==> config.mk <==
export PLATFORM = sky130hd
export DESIGN_NAME = keypad_entry
export DESIGN_NICKNAME = d
export VERILOG_FILES = /design/src/rtl/keypad_entry.sv
export SDC_FILE = /design/constraint.sdc
export NUM_CORES = 1
export LEC_CHECK = 0
export CORE_UTILIZATION = 39
export CTS_CLUSTER_SIZE = 16
export DETAILED_ROUTE_END_ITERATION = 10
export SLEW_MARGIN = 20
export SYNTH_ARGS = -nofsm -noshare
export SYNTH_HDL_FRONTEND = slang
export SYNTH_SLANG_ARGS = --single-unit
==> constraint.sdc <==
create_clock -name clock -period 2.8 [get_ports clock]
set_clock_uncertainty 0.2 [all_clocks]
set_input_delay 0.56 -clock clock [delete_from_list [all_inputs] [get_ports clock]]
set_output_delay 0.56 -clock clock [all_outputs]
set_load 0.02 [all_outputs]
==> src/rtl/keypad_entry.sv <==
// Keypad scanner: column sweep, sweep classification, press/release debounce,
// and four-digit operand assembly with a valid/ack handoff.
module keypad_entry #(
  parameter int unsigned SCAN_DIV       = 1000,
  parameter int unsigned DEBOUNCE_SCANS = 4
) (
  input  logic        clock,
  input  logic        reset,
  input  logic [3:0]  row_in,
  output logic [3:0]  col_out,
  input  logic        clear,
  input  logic        word_ack,
  output logic [15:0] word_out,
  output logic        word_valid,
  output logic [2:0]  digit_count,
  output logic        key_strobe,
  output logic [3:0]  key_code
);

  localparam int unsigned DIV_W = (SCAN_DIV > 1) ? $clog2(SCAN_DIV) : 1;
  localparam int unsigned DB_W  = $clog2(DEBOUNCE_SCANS + 1);

  typedef enum logic [1:0] {ST_IDLE, ST_PRESS_DB, ST_HELD, ST_RELEASE_DB} state_t;
  typedef enum logic [1:0] {SW_NONE, SW_KEY, SW_MULTI} sweep_t;

  logic [DIV_W-1:0] div_q;
  logic [1:0]       col_idx;
  logic [1:0]       next_idx_c;
  logic             slot_end_c;

  logic [3:0]       low_c;
  logic [2:0]       pop_c;
  logic [1:0]       row_sel_c;
  logic [2:0]       acc_raw_c;
  logic [1:0]       acc_sat_c;
  logic [3:0]       acc_code_nxt_c;

  logic [1:0]       acc_cnt;
  logic [3:0]       acc_code;
  logic             sweep_done;
  sweep_t           sweep_kind;
  logic [3:0]       sweep_code;

  state_t           state_q, state_d;
  logic [DB_W-1:0]  db_cnt_q, db_cnt_d, db_inc_c;
  logic [3:0]       code_q, code_d;
  logic             accept_c;

  assign slot_end_c = (div_q == DIV_W'(SCAN_DIV - 1));
  assign next_idx_c = col_idx + 2'd1;

  // Column divider and one-hot-low column drive
  always_ff @(posedge clock or negedge reset) begin
    if (!reset) begin
      div_q   <= '0;
      col_idx <= 2'd0;
      col_out <= 4'b1110;
    end else if (slot_end_c) begin
      div_q   <= '0;
      col_idx <= next_idx_c;
      col_out <= ~(4'b0001 << next_idx_c);
    end else begin
      div_q   <= div_q + DIV_W'(1);
    end
  end

  // Low-row count and row index for the column currently driven
  always_comb begin
    low_c     = ~row_in;
    pop_c     = 3'(low_c[0]) + 3'(low_c[1]) + 3'(low_c[2]) + 3'(low_c[3]);
    row_sel_c = 2'd0;
    for (int r = 3; r >= 0; r--) begin
      if (low_c[r]) row_sel_c = 2'(r);
    end
    acc_raw_c      = 3'(acc_cnt) + pop_c;
    acc_sat_c      = (acc_raw_c >= 3'd2) ? 2'd2 : acc_raw_c[1:0];
    acc_code_nxt_c = acc_code;
    if (acc_cnt == 2'd0 && pop_c == 3'd1) acc_code_nxt_c = {row_sel_c, col_idx};
  end

  // Accumulate low rows over a sweep; publish the classification after column 3
  always_ff @(posedge clock or negedge reset) begin
    if (!reset) begin
      acc_cnt    <= 2'd0;
      acc_code   <= 4'd0;
      sweep_done <= 1'b0;
      sweep_kind <= SW_NONE;
      sweep_code <= 4'd0;
    end else begin
      sweep_done <= 1'b0;
      if (slot_end_c) begin
        if (col_idx == 2'd3) begin
          sweep_done <= 1'b1;
          sweep_kind <= (acc_sat_c == 2'd0) ? SW_NONE :
                        (acc_sat_c == 2'd1) ? SW_KEY : SW_MULTI;
          sweep_code <= acc_code_nxt_c;
          acc_cnt    <= 2'd0;
          acc_code   <= 4'd0;
        end else begin
          acc_cnt    <= acc_sat_c;
          acc_code   <= acc_code_nxt_c;
        end
      end
    end
  end

  // Debounce FSM state register
  always_ff @(posedge clock or negedge reset) begin
    if (!reset) begin
      state_q  <= ST_IDLE;
      db_cnt_q <= '0;
      code_q   <= 4'd0;
    end else begin
      state_q  <= state_d;
      db_cnt_q <= db_cnt_d;
      code_q   <= code_d;
    end
  end

  assign db_inc_c = db_cnt_q + DB_W'(1);

  // Debounce FSM next state; a press is accepted once, on entry to HELD
  always_comb begin
    state_d  = state_q;
    db_cnt_d = db_cnt_q;
    code_d   = code_q;
    accept_c = 1'b0;
    if (sweep_done) begin
      case (state_q)
        ST_IDLE: begin
          if (sweep_kind == SW_KEY) begin
            code_d   = sweep_code;
            db_cnt_d = DB_W'(1);
            if (DEBOUNCE_SCANS == 1) begin
              accept_c = 1'b1;
              state_d  = ST_HELD;
            end else begin
              state_d  = ST_PRESS_DB;
            end
          end
        end
        ST_PRESS_DB: begin
          if (sweep_kind == SW_KEY && sweep_code == code_q) begin
            db_cnt_d = db_inc_c;
            if (db_inc_c == DB_W'(DEBOUNCE_SCANS)) begin
              accept_c = 1'b1;
              state_d  = ST_HELD;
            end
          end else if (sweep_kind == SW_KEY) begin
            code_d   = sweep_code;
            db_cnt_d = DB_W'(1);
          end else begin
            db_cnt_d = '0;
            state_d  = ST_IDLE;
          end
        end
        ST_HELD: begin
          if (sweep_kind == SW_NONE) begin
            db_cnt_d = DB_W'(1);
            state_d  = (DEBOUNCE_SCANS == 1) ? ST_IDLE : ST_RELEASE_DB;
          end
        end
        ST_RELEASE_DB: begin
          if (sweep_kind == SW_NONE) begin
            db_cnt_d = db_inc_c;
            if (db_inc_c == DB_W'(DEBOUNCE_SCANS)) begin
              db_cnt_d = '0;
              state_d  = ST_IDLE;
            end
          end else begin
            db_cnt_d = '0;
            state_d  = ST_HELD;
          end
        end
        default: begin
          db_cnt_d = '0;
          state_d  = ST_IDLE;
        end
      endcase
    end
  end

  // Word assembly: clear beats ack beats press; presses while valid are dropped
  always_ff @(posedge clock or negedge reset) begin
    if (!reset) begin
      word_out    <= 16'd0;
      word_valid  <= 1'b0;
      digit_count <= 3'd0;
      key_strobe  <= 1'b0;
      key_code    <= 4'd0;
    end else begin
      key_strobe <= 1'b0;
      if (clear || (word_ack && word_valid)) begin
        word_out    <= 16'd0;
        digit_count <= 3'd0;
        word_valid  <= 1'b0;
      end else if (accept_c && !word_valid) begin
        key_strobe  <= 1'b1;
        key_code    <= sweep_code;
        word_out    <= {word_out[11:0], sweep_code};
        digit_count <= digit_count + 3'd1;
        word_valid  <= (digit_count == 3'd3);
      end
    end
  end

endmodule

==> metrics.md <==
| Metric | Value |
|---|---|
| Outcome | finished clean |
| Rel. slew slack | 56.74% |
| CP Launch Type | input port |
| Post-synth cell types | 45 |
| Die footprint | 8025 um^2 |
| Leakage | 1.673 nW |
| Setup tns final | 0 ns |
| Final nets | 335 |
| Synth Net Count | 282 |
| Power per Cell Area | 483.3 nW/um^2 |
| ANT cells | 0 |
| Sequential-to-total area share from yosys stat | 52.82% |
| Wire length per cell | 13.73 um |
| Hold Vio Cnt, Final | 0 |
| Syn Area/Cell | 11.55 um^2 |
| First-pass GRT wire length | 9453 um |
| Cell chosen for the clock root | clkbuf_8 |
| I/O pins | 37 |
| GP Congestion | 0.7842 |
| CTS Buffer Depth | 2 |
| Min Hold Slack | 0.02193 ns |
| DIE HEIGHT | 89.59 um |
| DRC violations left | 0 |
| Peak supply drop | 0.3459 mV |
| Main flop type after synthesis | dfrtp_1 |
| Filler Cell Count | 689 |
| GR Util All Layers | 15.89% |
| Ys Warns | 0 |
| Max_cap viols | 0 |
| Routed wire length | 5713 um |
| Worst Path Required | 2.83 ns |
| Slew @ Worst Pin | 0.6430 ns |
| Layout area overhead | 26.77% |
| Worst setup EP type | flip-flop |
| Largest net degree at the start of global routing | 28 |
| Number of synthesized flops with an enable pin | 0 |
| Crit Reg-Reg Startpoint | db_cnt_q[1] |
| Final ANT Viol Nets | 0 |
| Drt first pass iters | 5 |
| TritonCTS Buffers | 9 |
| Hold buffers post-CTS | 0 |
| GR Overflow Total | 0 |
| Max Freq | 370.4 MHz |
| Initial drt markers | 89 |
| Clock period minus worst slack | 2.700 ns |
| Via density | 4.923 |
| Crit share post-route | 96.43% |
| Row count | 31 |
| R2R depth | 6 |
| Post-synthesis async set-or-reset flop share | 100.0% |
| Hpwl dp | 4077 um |
| Die Span X | 89.59 um |
| Setup repair after global routing missed its margin | yes |
| Clock transition at path regs | 0.07 ns |
| Initial Util | 40.81% |
| Final setup violation count | 0 |
| Hold WC Path Type | input port to asynchronous set/reset pin |
| IO buf count | 36 |
| Worst path arrival time | 2.73 ns |
| Number of global-route vias before repair | 1957 |
| Initial antenna violation count | 0 |
| H-tree depth | 3 |
| TritonCTS clock tree | done |
| Reg2Reg Setup Slack | 0.64 ns |
| Area of the core | 7331 um^2 |
| Reg2reg end | key_code[0] |
| Clock Latency Late Sink | 0.33 ns |
| Layout cell share with drive strength beyond 1 | 24.61% |
| Critical path peak fanout | 4 |
| Clk sinks | 63 |
| Synthesis-stage register bit count | 63 |
| Gate Count Post-Synth | 259 |
| Fin. max-slew vios | 0 |
| Synthesized cell area | 2992 um^2 |
| Final Util | 51.73% |
| DR vias | 2048 |
| Crit path kind | input port to flip-flop |
Yosys cell counts, drive strengths merged (3+ instances only):
library cell  instances  area share [%]
xnor2                 8             2.3
ha                   13             5.4
a211oi                3            0.75
nor4                  6             1.5
a21oi                 9             1.6
or3                   3            0.84
o2bb2ai               3            0.88
inv                  19             2.4
dfstp                 3             2.6
clkbuf                5            0.63
nor2                  8             1.0
nand2                18             2.3
nand2b                6             1.3
a22o                 16             5.3
mux2                 12             4.5
nand4                 4            0.84
and2                  3            0.63
nor3                  5             1.2
o21ai                14             2.3
xor2                  5             1.5
buf                   3            0.71
nand3                 7             1.2
mux2i                 7             2.3
dfrtp                60              50
kinds of logic (layout without fill, tap and decap cells):
family / Yosys count / in the layout / synth area share (%)
mux: 19 / 19 / 6.859
buf+inv: 27 / 85 / 3.722
simple gates: 68 / 68 / 12.80
flops: 63 / 63 / 52.82
xor+xnor: 13 / 13 / 3.806
compound gates: 54 / 54 / 13.22
fa+ha+maj: 15 / 15 / 6.776
sequential cells by signal, summed over array words and instances (netlist names), 3 cells and up:
signal / cells
acc_code: 4
code_q: 4
col_out: 4
db_cnt_q: 3
digit_count: 3
div_q: 10
key_code: 4
sweep_code: 4
word_out: 16
worst max-delay path, stage by stage:
cell and delay [ns]:
dlygate4sd2_1 0.24, inv_2 0.07, fa_1 0.42, ha_2 0.21, ha_4 0.22, buf_4 0.13
fa_2 0.32, xor2_1 0.15, nor2_2 0.16, nor3_1 0.06, a21o_1 0.17
where the power goes:
part | total [W] | switching [W] | internal [W]
registers | 0.000928 | 0.0000112 | 0.000917
logic | 0.000140 | 0.0000760 | 0.0000640
clock network | 0.000765 | 0.000355 | 0.000410
timing repair:
item	in CTS	in global routing
gates resized for setup	7	4
endpoints found under the setup margin	12	10
setup buffers	1	0
pin swaps	6	5
layout make-up:
class	count	area (um^2)	share of cell area, %
Multi-Input combinational cell	169	1348	35.53
Clock buffer	9	123.9	3.266
Tap cell	99	123.9	3.266
Inverter	19	78.83	2.079
Sequential cell	63	1580	41.67
Clock inverter	7	71.32	1.881
Timing Repair Buffer	50	466.7	12.31
worst max-delay path by stage:
stage / cells past startpoint / endpoint / start / slack (ns)
2_1_floorplan: 9 / sweep_code[0] / row_in[3] / -0.03
3_3_place_gp: 10 / acc_cnt[1] / row_in[3] / -0.69
3_5_place_dp: 10 / acc_cnt[1] / row_in[3] / -0.71
4_1_cts: 9 / sweep_code[0] / row_in[3] / 0.01
5_1_grt: 11 / acc_cnt[1] / row_in[0] / 0.0007
6_report: 11 / acc_cnt[1] / row_in[0] / 0.10
cell usage in the layout, fill, tap and decap left out, drive strengths merged, types with 4 or more instances in the layout:
cell type,netlist,layout
dfrtp,60,60
clkdlybuf4s50,0,32
inv,19,20
nand2,18,18
a22o,16,16
buf,3,16
o21ai,14,14
ha,13,13
mux2,12,12
clkbuf,5,9
a21oi,9,9
xnor2,8,8
nor2,8,8
nand3,7,7
mux2i,7,7
nand2b,6,6
nor4,6,6
xor2,5,5
nor3,5,5
nand4,4,4
stage by stage:
step	setup slack [ns]	power [W]	instance area [um^2]	instances
after global routing	0.0007461	0.001916	3792	416
final	0.1000	0.001833	3792	416
after detailed placement	-0.7113	0.001080	3588	399
after floorplan	-0.02694	0.001012	3045	259
after global placement	-0.6924	0.001078	3588	399
after CTS	0.009753	0.001866	3795	416
metal layers:
metal  share of wire, %  vias to the layer above  wire length (um)  track usage (%)
li1                   -                     1030                 -                -
met1                 48                      982              2729            20.74
met2                 48                       31              2754            24.66
met3                2.7                        5               157            4.662
met4                1.2                        0                71            6.926
met5                  0                        -                 0                0
No activity file was read; power rests on OpenSTA's default activity.
